## src/rtl/hex_display_formatter_if.sv

```systemverilog
`default_nettype none
// ============================================================================
// Module   : hex_display_formatter_if
// Purpose  : Bus between the debug-value source / LCD driver and the hex
//            display formatter. "force" is a SystemVerilog keyword, so the
//            re-render request is carried on force_req.
// Revision : 1.0 - initial release
// ============================================================================
interface hex_display_formatter_if #(
  parameter int NCH   = 2,
  parameter int DW    = 32,
  parameter int NPAGE = 2
) ();
  localparam int PW = (NPAGE > 1) ? $clog2(NPAGE) : 1;

  logic [NCH*NPAGE*DW-1:0] ch_data;
  logic [PW-1:0]           page;
  logic                    force_req;
  logic                    disp_busy;
  logic [255:0]            strdata;
  logic                    cls;
  logic                    busy;

  // Environment side: supplies debug values and the driver's busy flag
  modport master (
    output ch_data, page, force_req, disp_busy,
    input  strdata, cls, busy
  );

  // Formatter side
  modport slave (
    input  ch_data, page, force_req, disp_busy,
    output strdata, cls, busy
  );
endinterface
`default_nettype wire

```

## src/rtl/hex_display_formatter.sv

```systemverilog
`default_nettype none
// ============================================================================
// Module   : hex_display_formatter
// Purpose  : Renders the selected page of debug channels as uppercase ASCII
//            hex into a 32-char LCD buffer, one digit per cycle, then issues
//            a single-cycle refresh strobe honouring driver busy and a
//            minimum idle gap between strobes.
// Revision : 1.0 - initial release
// ============================================================================
module hex_display_formatter #(
  parameter int NCH     = 2,
  parameter int DW      = 32,
  parameter int NPAGE   = 2,
  parameter int MIN_GAP = 16
) (
  input  logic                  clk,
  input  logic                  rst,
  hex_display_formatter_if.slave bus
);

  localparam int DIGITS = DW / 4;
  localparam int PW     = (NPAGE > 1) ? $clog2(NPAGE) : 1;
  localparam int CHW    = (NCH > 1) ? $clog2(NCH) : 1;
  localparam int DGW    = (DIGITS > 1) ? $clog2(DIGITS) : 1;
  localparam int GW     = (MIN_GAP > 1) ? $clog2(MIN_GAP) : 1;
  localparam int NBW    = $clog2(DW);

  localparam logic [PW:0]    NPAGE_V  = (PW+1)'(NPAGE);
  localparam logic [CHW-1:0] CH_LAST  = CHW'(NCH - 1);
  localparam logic [DGW-1:0] DIG_LAST = DGW'(DIGITS - 1);
  localparam logic [GW-1:0]  GAP_LAST = GW'(MIN_GAP - 1);

  // Reject configurations whose text cannot fit the 32-char buffer
  generate
    if ((DW % 4 != 0) || (DW < 4) || (NCH < 1) || (NPAGE < 1) || (MIN_GAP < 1) ||
        (NCH * (DIGITS + 1) - 1 > 32)) begin : g_bad_cfg
      $error("hex_display_formatter: illegal parameter combination");
    end
  endgenerate

  typedef enum logic [1:0] {
    IDLE     = 2'd0,
    FORMAT   = 2'd1,
    WAIT_RDY = 2'd2,
    GAP      = 2'd3
  } state_t;

  state_t          state, state_nx;
  logic [DW-1:0]   snap_val [NCH];
  logic [PW-1:0]   snap_page;
  logic            pending_force;
  logic [CHW-1:0]  ch_cnt;
  logic [DGW-1:0]  dig_cnt;
  logic [GW-1:0]   gap_cnt;
  logic [255:0]    text_buf;
  logic            cls_pulse;

  logic [PW-1:0]   page_eff;
  logic [DW-1:0]   live_val [NCH];
  logic            mismatch;
  logic            start;
  logic            fmt_we;
  logic            cls_set;
  logic            last_digit;
  logic [7:0]      str_lsb;
  logic [NBW-1:0]  nib_lsb;
  logic [3:0]      nibble;
  logic [7:0]      ascii;

  // Out-of-range page selects fall back to page 0
  always_comb begin
    page_eff = ({1'b0, bus.page} < NPAGE_V) ? bus.page : '0;
  end

  // Live values of the shown page and comparison against the snapshot
  always_comb begin
    mismatch = (page_eff != snap_page);
    for (int k = 0; k < NCH; k++) begin
      live_val[k] = bus.ch_data[(int'(page_eff) * NCH + k) * DW +: DW];
      if (live_val[k] != snap_val[k]) mismatch = 1'b1;
    end
  end

  // Current digit position -> buffer slot, source nibble and its ASCII code
  always_comb begin
    str_lsb    = 8'(8 * (31 - (int'(ch_cnt) * (DIGITS + 1) + int'(dig_cnt))));
    nib_lsb    = NBW'(DW - 4 - 4 * int'(dig_cnt));
    nibble     = snap_val[ch_cnt][nib_lsb +: 4];
    ascii      = (nibble < 4'd10) ? (8'h30 + {4'h0, nibble}) : (8'h37 + {4'h0, nibble});
    last_digit = (ch_cnt == CH_LAST) && (dig_cnt == DIG_LAST);
  end

  // State register
  always_ff @(posedge clk or negedge rst) begin
    if (!rst) state <= IDLE;
    else      state <= state_nx;
  end

  // Next-state and control decode
  always_comb begin
    state_nx = state;
    start    = 1'b0;
    fmt_we   = 1'b0;
    cls_set  = 1'b0;
    case (state)
      IDLE: begin
        if (mismatch || bus.force_req || pending_force) begin
          start    = 1'b1;
          state_nx = FORMAT;
        end
      end
      FORMAT: begin
        fmt_we = 1'b1;
        if (last_digit) state_nx = WAIT_RDY;
      end
      WAIT_RDY: begin
        if (!bus.disp_busy) begin
          cls_set  = 1'b1;
          state_nx = GAP;
        end
      end
      GAP: begin
        if (gap_cnt == GAP_LAST) state_nx = IDLE;
      end
      default: state_nx = IDLE;
    endcase
  end

  // Snapshot the rendered page when a render starts; inputs are ignored after
  always_ff @(posedge clk or negedge rst) begin
    if (!rst) begin
      snap_page <= '0;
      for (int k = 0; k < NCH; k++) snap_val[k] <= '0;
    end else if (start) begin
      snap_page <= page_eff;
      for (int k = 0; k < NCH; k++) snap_val[k] <= live_val[k];
    end
  end

  // Remember force requests seen while busy so exactly one render follows
  always_ff @(posedge clk or negedge rst) begin
    if (!rst)               pending_force <= 1'b1;
    else if (start)         pending_force <= 1'b0;
    else if (bus.force_req) pending_force <= 1'b1;
  end

  // Digit walk: channel-major, MSB nibble first
  always_ff @(posedge clk or negedge rst) begin
    if (!rst) begin
      ch_cnt  <= '0;
      dig_cnt <= '0;
    end else if (start) begin
      ch_cnt  <= '0;
      dig_cnt <= '0;
    end else if (fmt_we) begin
      if (dig_cnt == DIG_LAST) begin
        dig_cnt <= '0;
        ch_cnt  <= ch_cnt + 1'b1;
      end else begin
        dig_cnt <= dig_cnt + 1'b1;
      end
    end
  end

  // Idle-gap counter, cleared whenever outside GAP
  always_ff @(posedge clk or negedge rst) begin
    if (!rst)              gap_cnt <= '0;
    else if (state != GAP) gap_cnt <= '0;
    else                   gap_cnt <= gap_cnt + 1'b1;
  end

  // Text buffer: separators and unused slots keep the reset spaces
  always_ff @(posedge clk or negedge rst) begin
    if (!rst)        text_buf <= {32{8'h20}};
    else if (fmt_we) text_buf[str_lsb +: 8] <= ascii;
  end

  // Registered refresh strobe, high for one cycle on leaving WAIT_RDY
  always_ff @(posedge clk or negedge rst) begin
    if (!rst) cls_pulse <= 1'b0;
    else      cls_pulse <= cls_set;
  end

  assign bus.strdata = text_buf;
  assign bus.cls     = cls_pulse;
  assign bus.busy    = (state != IDLE);

endmodule
`default_nettype wire

```

## src/flat_wrapper.sv

```systemverilog
// flat-port wrapper written by rule: the top's interface ports become plain ports
module hex_display_formatter_flat 
#(
  parameter int NCH     = 2,
  parameter int DW      = 32,
  parameter int NPAGE   = 2,
  parameter int MIN_GAP = 16
)
  (clk, rst, bus_ch_data, bus_page, bus_force_req, bus_disp_busy, bus_strdata, bus_cls, bus_busy);
  hex_display_formatter_if #(.NCH(NCH), .DW(DW), .NPAGE(NPAGE)) bus_i ();
  input  logic clk;
  input  logic rst;
  input wire logic [$bits(bus_i.ch_data)-1:0] bus_ch_data;
  input wire logic [$bits(bus_i.page)-1:0] bus_page;
  input wire logic [$bits(bus_i.force_req)-1:0] bus_force_req;
  input wire logic [$bits(bus_i.disp_busy)-1:0] bus_disp_busy;
  output wire logic [$bits(bus_i.strdata)-1:0] bus_strdata;
  output wire logic [$bits(bus_i.cls)-1:0] bus_cls;
  output wire logic [$bits(bus_i.busy)-1:0] bus_busy;
  assign bus_i.ch_data = bus_ch_data;
  assign bus_i.page = bus_page;
  assign bus_i.force_req = bus_force_req;
  assign bus_i.disp_busy = bus_disp_busy;
  assign bus_strdata = bus_i.strdata;
  assign bus_cls = bus_i.cls;
  assign bus_busy = bus_i.busy;
  hex_display_formatter #(.NCH(NCH), .DW(DW), .NPAGE(NPAGE), .MIN_GAP(MIN_GAP)) u_core (.clk(clk), .rst(rst), .bus(bus_i));
endmodule
```

## config.mk

```make
export PLATFORM = sky130hd
export DESIGN_NAME = hex_display_formatter_flat
export DESIGN_NICKNAME = d
export VERILOG_FILES = /design/src/rtl/hex_display_formatter_if.sv /design/src/rtl/hex_display_formatter.sv /design/src/flat_wrapper.sv
export SDC_FILE = /design/constraint.sdc
export NUM_CORES = 1
export LEC_CHECK = 0
export ABC_AREA = 1
export BUFFER_PORTS_ARGS = -buffer_cell sky130_fd_sc_hd__buf_2
export CORE_MARGIN = 8
export CORE_UTILIZATION = 43
export DETAILED_ROUTE_END_ITERATION = 8
export PLACE_DENSITY_LB_ADDON = 0.1
export SLEW_MARGIN = 25
export SYNTH_ARGS = -nofsm -noshare
export SYNTH_HDL_FRONTEND = slang
export SYNTH_SLANG_ARGS = --single-unit
```

## constraint.sdc

```tcl
create_clock -name clk -period 2.2 [get_ports clk]
set_input_delay 0.44 -clock clk [delete_from_list [all_inputs] [get_ports clk]]
set_output_delay 0.44 -clock clk [all_outputs]
set_load 0.02 [all_outputs]
```

### Word-level counts from Yosys, hierarchy flattened

Cells that the tools add are included.

| cells by class | value |
|---|---|
| equality and inequality tests | 13 |
| reductions and logical operators | 10 |
| magnitude comparators | 2 |
| shift operators | 5 |
| add/subtract/negate cells | 10 |
| multiply operators | 1 |
| bitwise gates (word level) | 1 |
| mux-type cells | 26 |

Operator list:

| cell | number |
|---|---|
| 256-bit bitwise mux | 1 |
| 8-bit by 10-bit variable shift with 256-bit output (first input constant) | 1 |
| 8-bit by 10-bit indexed part select with 256-bit output | 1 |
| 128-bit by 32-bit indexed part select with 32-bit output | 1 |
| 128-bit by 8-bit indexed part select with 32-bit output | 1 |
| 32-bit 2-to-1 mux | 3 |
| 32-bit inequality test | 2 |
| 32-bit by 6-bit indexed part select with 4-bit output | 1 |
| 6-bit by 4-bit adder with 7-bit output (first input constant) | 2 |
| 1-bit 2-to-1 mux | 12 |
| 8-bit negator with 10-bit output | 1 |
| 3-bit 2-to-1 mux | 3 |
| 2-bit 2-to-1 mux | 4 |
| 8-bit 2-to-1 mux | 1 |
| 2-bit case mux with 4 select lines | 1 |
| 2-bit nonzero test | 4 |
| 2-bit by 1-bit inequality test with 1-bit output (second input constant) | 3 |
| 5-bit by 4-bit adder with 5-bit output | 1 |
| 1-bit by 4-bit multiplier with 5-bit output (second input constant) | 1 |
| 1-bit by 5-bit subtractor with 5-bit output (first input constant) | 1 |
| 5-bit subtractor (first input constant) | 1 |
| 4-bit by 1-bit adder with 4-bit output (second input constant) | 1 |
| 2-bit == test (second input constant) | 2 |
| 4-bit == test (second input constant) | 1 |
| 16 further kinds | 18 |

| word-level totals | value |
|---|---|
| output and inout port bits | 258 |
| input port bits | 133 |
| word-level logic and storage cells | 78 |
| register bits | 333 |

### Depth between registers and ports, before layout

| depth | value |
|---|---|
| depth after elaboration | 10 |
| mapped depth | 19 |
| mapped depth without buffers | 15 |

### Least setup slack after synthesis

No wires, ideal clock.

| path | value |
|---|---|
| path kind | register to register |
| start point | register u_core.dig_cnt[0] |
| end point | register u_core.text_buf[35], in the netlist u_core.bus.strdata[35] |
| cell stages (with the launch flop) | 13 |
| library setup time | 0.130 ns |
| clock period less this slack | 2.403 ns |
| arrival time | 2.273 ns |
| required time | 2.070 ns |
| path buffers | 1 |
| setup slack | -0.203 ns |
| cells stage by stage | dfrtp_1 -> ha_1 -> ha_1 -> ha_1 -> inv_1 -> or2_4 -> o21ai_4 -> nand2_4 -> buf_4 -> nor2_4 -> inv_1 -> nand2_1 -> o21ai_0 |

| on the way | value |
|---|---|
| longest elaborated chain between the ends | 6 |
| elaborated cells on any way between the ends | 12 |
| classes of those cells | add/sub: 6; order compare: 1; shift: 3; mux: 2 |

Ends and longest elaborated chain:

| item | RTL line | source |
|---|---|---|
| start: declaration | hex_display_formatter.sv:53 | `logic [DGW-1:0] dig_cnt;` |
| start signal: assignment | hex_display_formatter.sv:160 | `dig_cnt <= dig_cnt + 1'b1;` |
| 5-bit subtractor | hex_display_formatter.sv:87 | `nib_lsb = NBW'(DW - 4 - 4 * int'(dig_cnt));` |
| 32-bit by 6-bit indexed part select with 4-bit output | hex_display_formatter.sv:88 | `nibble = snap_val[ch_cnt][nib_lsb +: 4];` |
| 6-bit by 4-bit adder with 7-bit output / 4-bit < comparator (equally long branches) | hex_display_formatter.sv:89 | `ascii = (nibble < 4'd10) ? (8'h30 + {4'h0, nibble}) : (8'h37 + {4'h0, nibble});` |
| 8-bit 2-to-1 mux | hex_display_formatter.sv:89 |  |
| 8-bit by 10-bit indexed part select with 256-bit output | hex_display_formatter.sv:175 | `else if (fmt_we) text_buf[str_lsb +: 8] <= ascii;` |
| 256-bit bitwise mux * | hex_display_formatter.sv:175 |  |
| end signal: assignment | hex_display_formatter.sv:174 | `if (!rst) text_buf <= {32{8'h20}};` |
| end signal: indexed assignment | hex_display_formatter.sv:175 |  |
| end: declaration | hex_display_formatter.sv:55 | `logic [255:0] text_buf;` |

Every way passes the cells marked *; elsewhere a longest branch is shown, timed or not.
A chain may end at the register's enable or synchronous reset.

### Worst setup path after layout

| path | value |
|---|---|
| start point | register u_core.dig_cnt[0] |
| end point | register u_core.text_buf[214], in the netlist u_core.bus.strdata[214] |

Same word-level chain as after synthesis.

==> run summary <==
PwrDens -> 1390 mW/mm^2
Max Root-Sink Buffers -> 3
CTS root buffer -> clkbuf_16
HPWL reported at the end of detailed placement -> 37900 um
DRT iter0 DRCs -> 978
WP data arrival -> 2.82 ns
Finish-stage setup viols -> 213
crit share post-route -> 108%
Worst Path Required -> 2.64 ns
compound-cell area share of the yosys netlist -> 7.52%
maximum vdd drop -> 0.00125 V
final WL -> 53300 um
global-route wire length before repair -> 80900 um
crit path setup slack, layout -> -0.185 ns
setup repair after global routing missed its margin -> yes
YS warnings -> 0
placed insts -> 2878
CP Launch Type -> flip-flop
Clk Latency, worst-skew pair -> 0.51 ns
Syn-to-layout area delta -> 40.1%
die width -> 203 um
largest family of logic cells by synthesized area -> simple AND/OR/NAND/NOR gates
Tmin final -> 2.38 ns
fmax -> 419 MHz
GRT Util Overall -> 24.2%
multiplexer area fraction after synthesis -> 0%
Final Non-Filler Cells -> 2988
Vias -> 14.9k
commonest non-fill, non-tap cell in the layout -> nand2_1
XOR/XNOR Fraction of Synth Area -> 0.638%
Most used DFF post-synth -> dfrtp_1
core area -> 0.0345 sq mm
clock skew -> 0.0208 ns
syn_area_per_cell -> 7.53 sq um
drt wl/cell -> 17.8 um
worst slew pin tran -> 0.621 ns
antenna violations before repair -> 0
Max FO, Critical Path -> 6
R2R Setup Slk -> -0.18 ns
leading cell types in the layout, fill and taps excluded -> nand2_1 (778), buf_2 (357), dfrtp_1 (266), inv_1 (142), nand3_1 (123)
H-tree depth -> 2
Crit. End Element -> flip-flop
Post-DP Area -> 0.0184 sq mm
sequential fraction of the synthesis area -> 50.2%
worst r2r src -> u_core.dig_cnt[0]$_DFFE_PN0P_
gr ovfl total -> 0
status -> finished, violations left
Routed Antenna Nets -> 0
Synth async-reset ratio -> 100%
Hold Crit Depth -> 2
die area -> 0.0413 sq mm
layout cell share with drive strength beyond 1 -> 34.6%
final count of pins violating max slew -> 0
Sink Count -> 301
max cap viols -> 0
FF+latch count, synth -> 301
GPL Wtd Cong -> 0.920
adder-cell share of the synthesized area -> 0.912%
design area -> 0.0211 sq mm
Hold Path Origin -> bus_disp_busy
Finished Core Util -> 61.2%
Detailed Routing Iterations Pass 1 -> 5
# IOs -> 391
worst setup path start -> u_core.dig_cnt[0]$_DFFE_PN0P_
Slew HR -> 58.6%
Starting Density -> 43.7%
Clk pin slew, worst setup/hold paths -> 0.06 ns
row count -> 68
Post-synth EDFFs -> 0
number of buffers created by CTS -> 34
Die Ht -> 203 um
largest net degree at the start of global routing -> 65
Post-Synth Simple-Gate Area -> 31.5%
Cells after Synth -> 2005
kind of critical path -> flip-flop to flip-flop
vias in the first global route -> 14.9k
type of the worst min-delay path -> input pin to flip-flop
DR DRC count -> 0
R2R cell count -> 11
Total Power -> 29400 uW
IO Port Bufs -> 358
vias per cell -> 4.98
failing checks -> setup timing
final net count -> 2653
Netlist cell types -> 34
Leak -> 0.0116 uW
CTS tree -> built
Antenna Diode Count -> 0
Fin. Hold Viols -> 0
synthesized area -> 0.0151 sq mm
worst max-delay path, cell delays in order (launching register included):
cell	delay, ns
dfrtp_2	0.44
ha_4	0.18
ha_4	0.25
ha_4	0.31
clkinvlp_4	0.15
nor3_4	0.27
buf_6	0.14
nand2_4	0.06
nor2_4	0.23
buf_6	0.14
nor2_2	0.03
a21oi_2	0.09
report_power, final:
| group | switching, uW | total, uW | internal (uW) |
|---|---|---|---|
| clock | 2310 | 5850 | 3540 |
| sequential | 1220 | 8260 | 7040 |
| combinational | 9410 | 15300 | 5890 |
| total | 12900 | 29400 | 16500 |
layer usage:
metal | GRT usage [%] | up-vias | wire [um]
li1 | - | 7218 | -
met1 | 31.3 | 7037 | 22900
met2 | 40.7 | 542 | 25200
met3 | 4.78 | 89 | 3650
met4 | 7.20 | 0 | 1480
met5 | 0 | - | 0
cells in the mapped netlist, types with 7 or more instances:
master | number | share of area, %
nand3b_1 | 10 | 0.50
nand4_1 | 10 | 0.41
xor2_1 | 7 | 0.41
buf_2 | 44 | 1.5
o21ai_1 | 13 | 0.43
inv_1 | 178 | 4.4
nor2_2 | 11 | 0.46
buf_4 | 47 | 2.3
clkbuf_1 | 18 | 0.45
ha_1 | 11 | 0.91
dfstp_2 | 33 | 5.7
nor2_4 | 15 | 1.1
nor2_1 | 93 | 2.3
nand3_1 | 141 | 4.7
nand2_1 | 863 | 21
o21ai_0 | 137 | 4.5
a21oi_1 | 62 | 2.1
inv_2 | 15 | 0.37
dfrtp_1 | 268 | 44
cell type report:
type,instances,area [sq um]
repair buffers,549,4010
fillers,3161,13400
multi-input cells,1430,7030
inverters,193,813
well taps,455,569
clock buffers,51,1020
flip-flops and latches,301,7580
clock inverters,9,124
timing repair:
action	4_1_cts	5_1_grt
endpoints found under the hold margin	45	0
gates cloned	2	10
hold buffers	1	0
gates resized for setup	141	194
pin swaps	35	73
setup endpoints to repair	219	286
buffers inserted	19	19
metrics by stage:
step	hold WS, ns	setup TNS [ns]	worst slack (ns)
5_1_grt	0.131	-43.67	-0.284
6_report	0.145	-21.49	-0.185
3_5_place_dp	0.358	-67.40	-0.533
4_1_cts	0.118	-17.98	-0.151
2_1_floorplan	0.144	-2.79	-0.0535
3_3_place_gp	0.356	-62.24	-0.484
worst paths after layout:
check,endpoint
hold / removal,u_core.bus.cls$_DFF_PN0_
setup / recovery,u_core.bus.strdata[214]$_DFFE_PN0P_
hold reg to reg,u_core.bus.strdata[5]$_DFFE_PN1P_
setup reg to reg,u_core.bus.strdata[214]$_DFFE_PN0P_
min in group asynchronous,u_core.snap_val[23]$_DFFE_PN0P_
max in group asynchronous,u_core.bus.strdata[93]$_DFFE_PN1P_
sequential cells by signal (all words and copies together), names as in the netlist:
register / count
u_core.bus.strdata: 224
u_core.snap_val: 64
u_core.gap_cnt: 4
u_core.dig_cnt: 3
u_core.state: 2
u_core.bus.cls: 1
u_core.ch_cnt: 1
u_core.pending_force: 1
u_core.snap_page: 1
kinds of logic (layout without fill, tap and decap cells):
kind of cell               after synthesis  after routing
AOI/OAI and AO/OA                      220            220
xor gates and xnor gates                11             11
adders and majority gates               11             11
buffers and inverters                  305            802
DFF                                    301            301
other                                    1             32
and+or+nand+nor                       1156           1156
No activity file was read; power rests on OpenSTA's default activity.
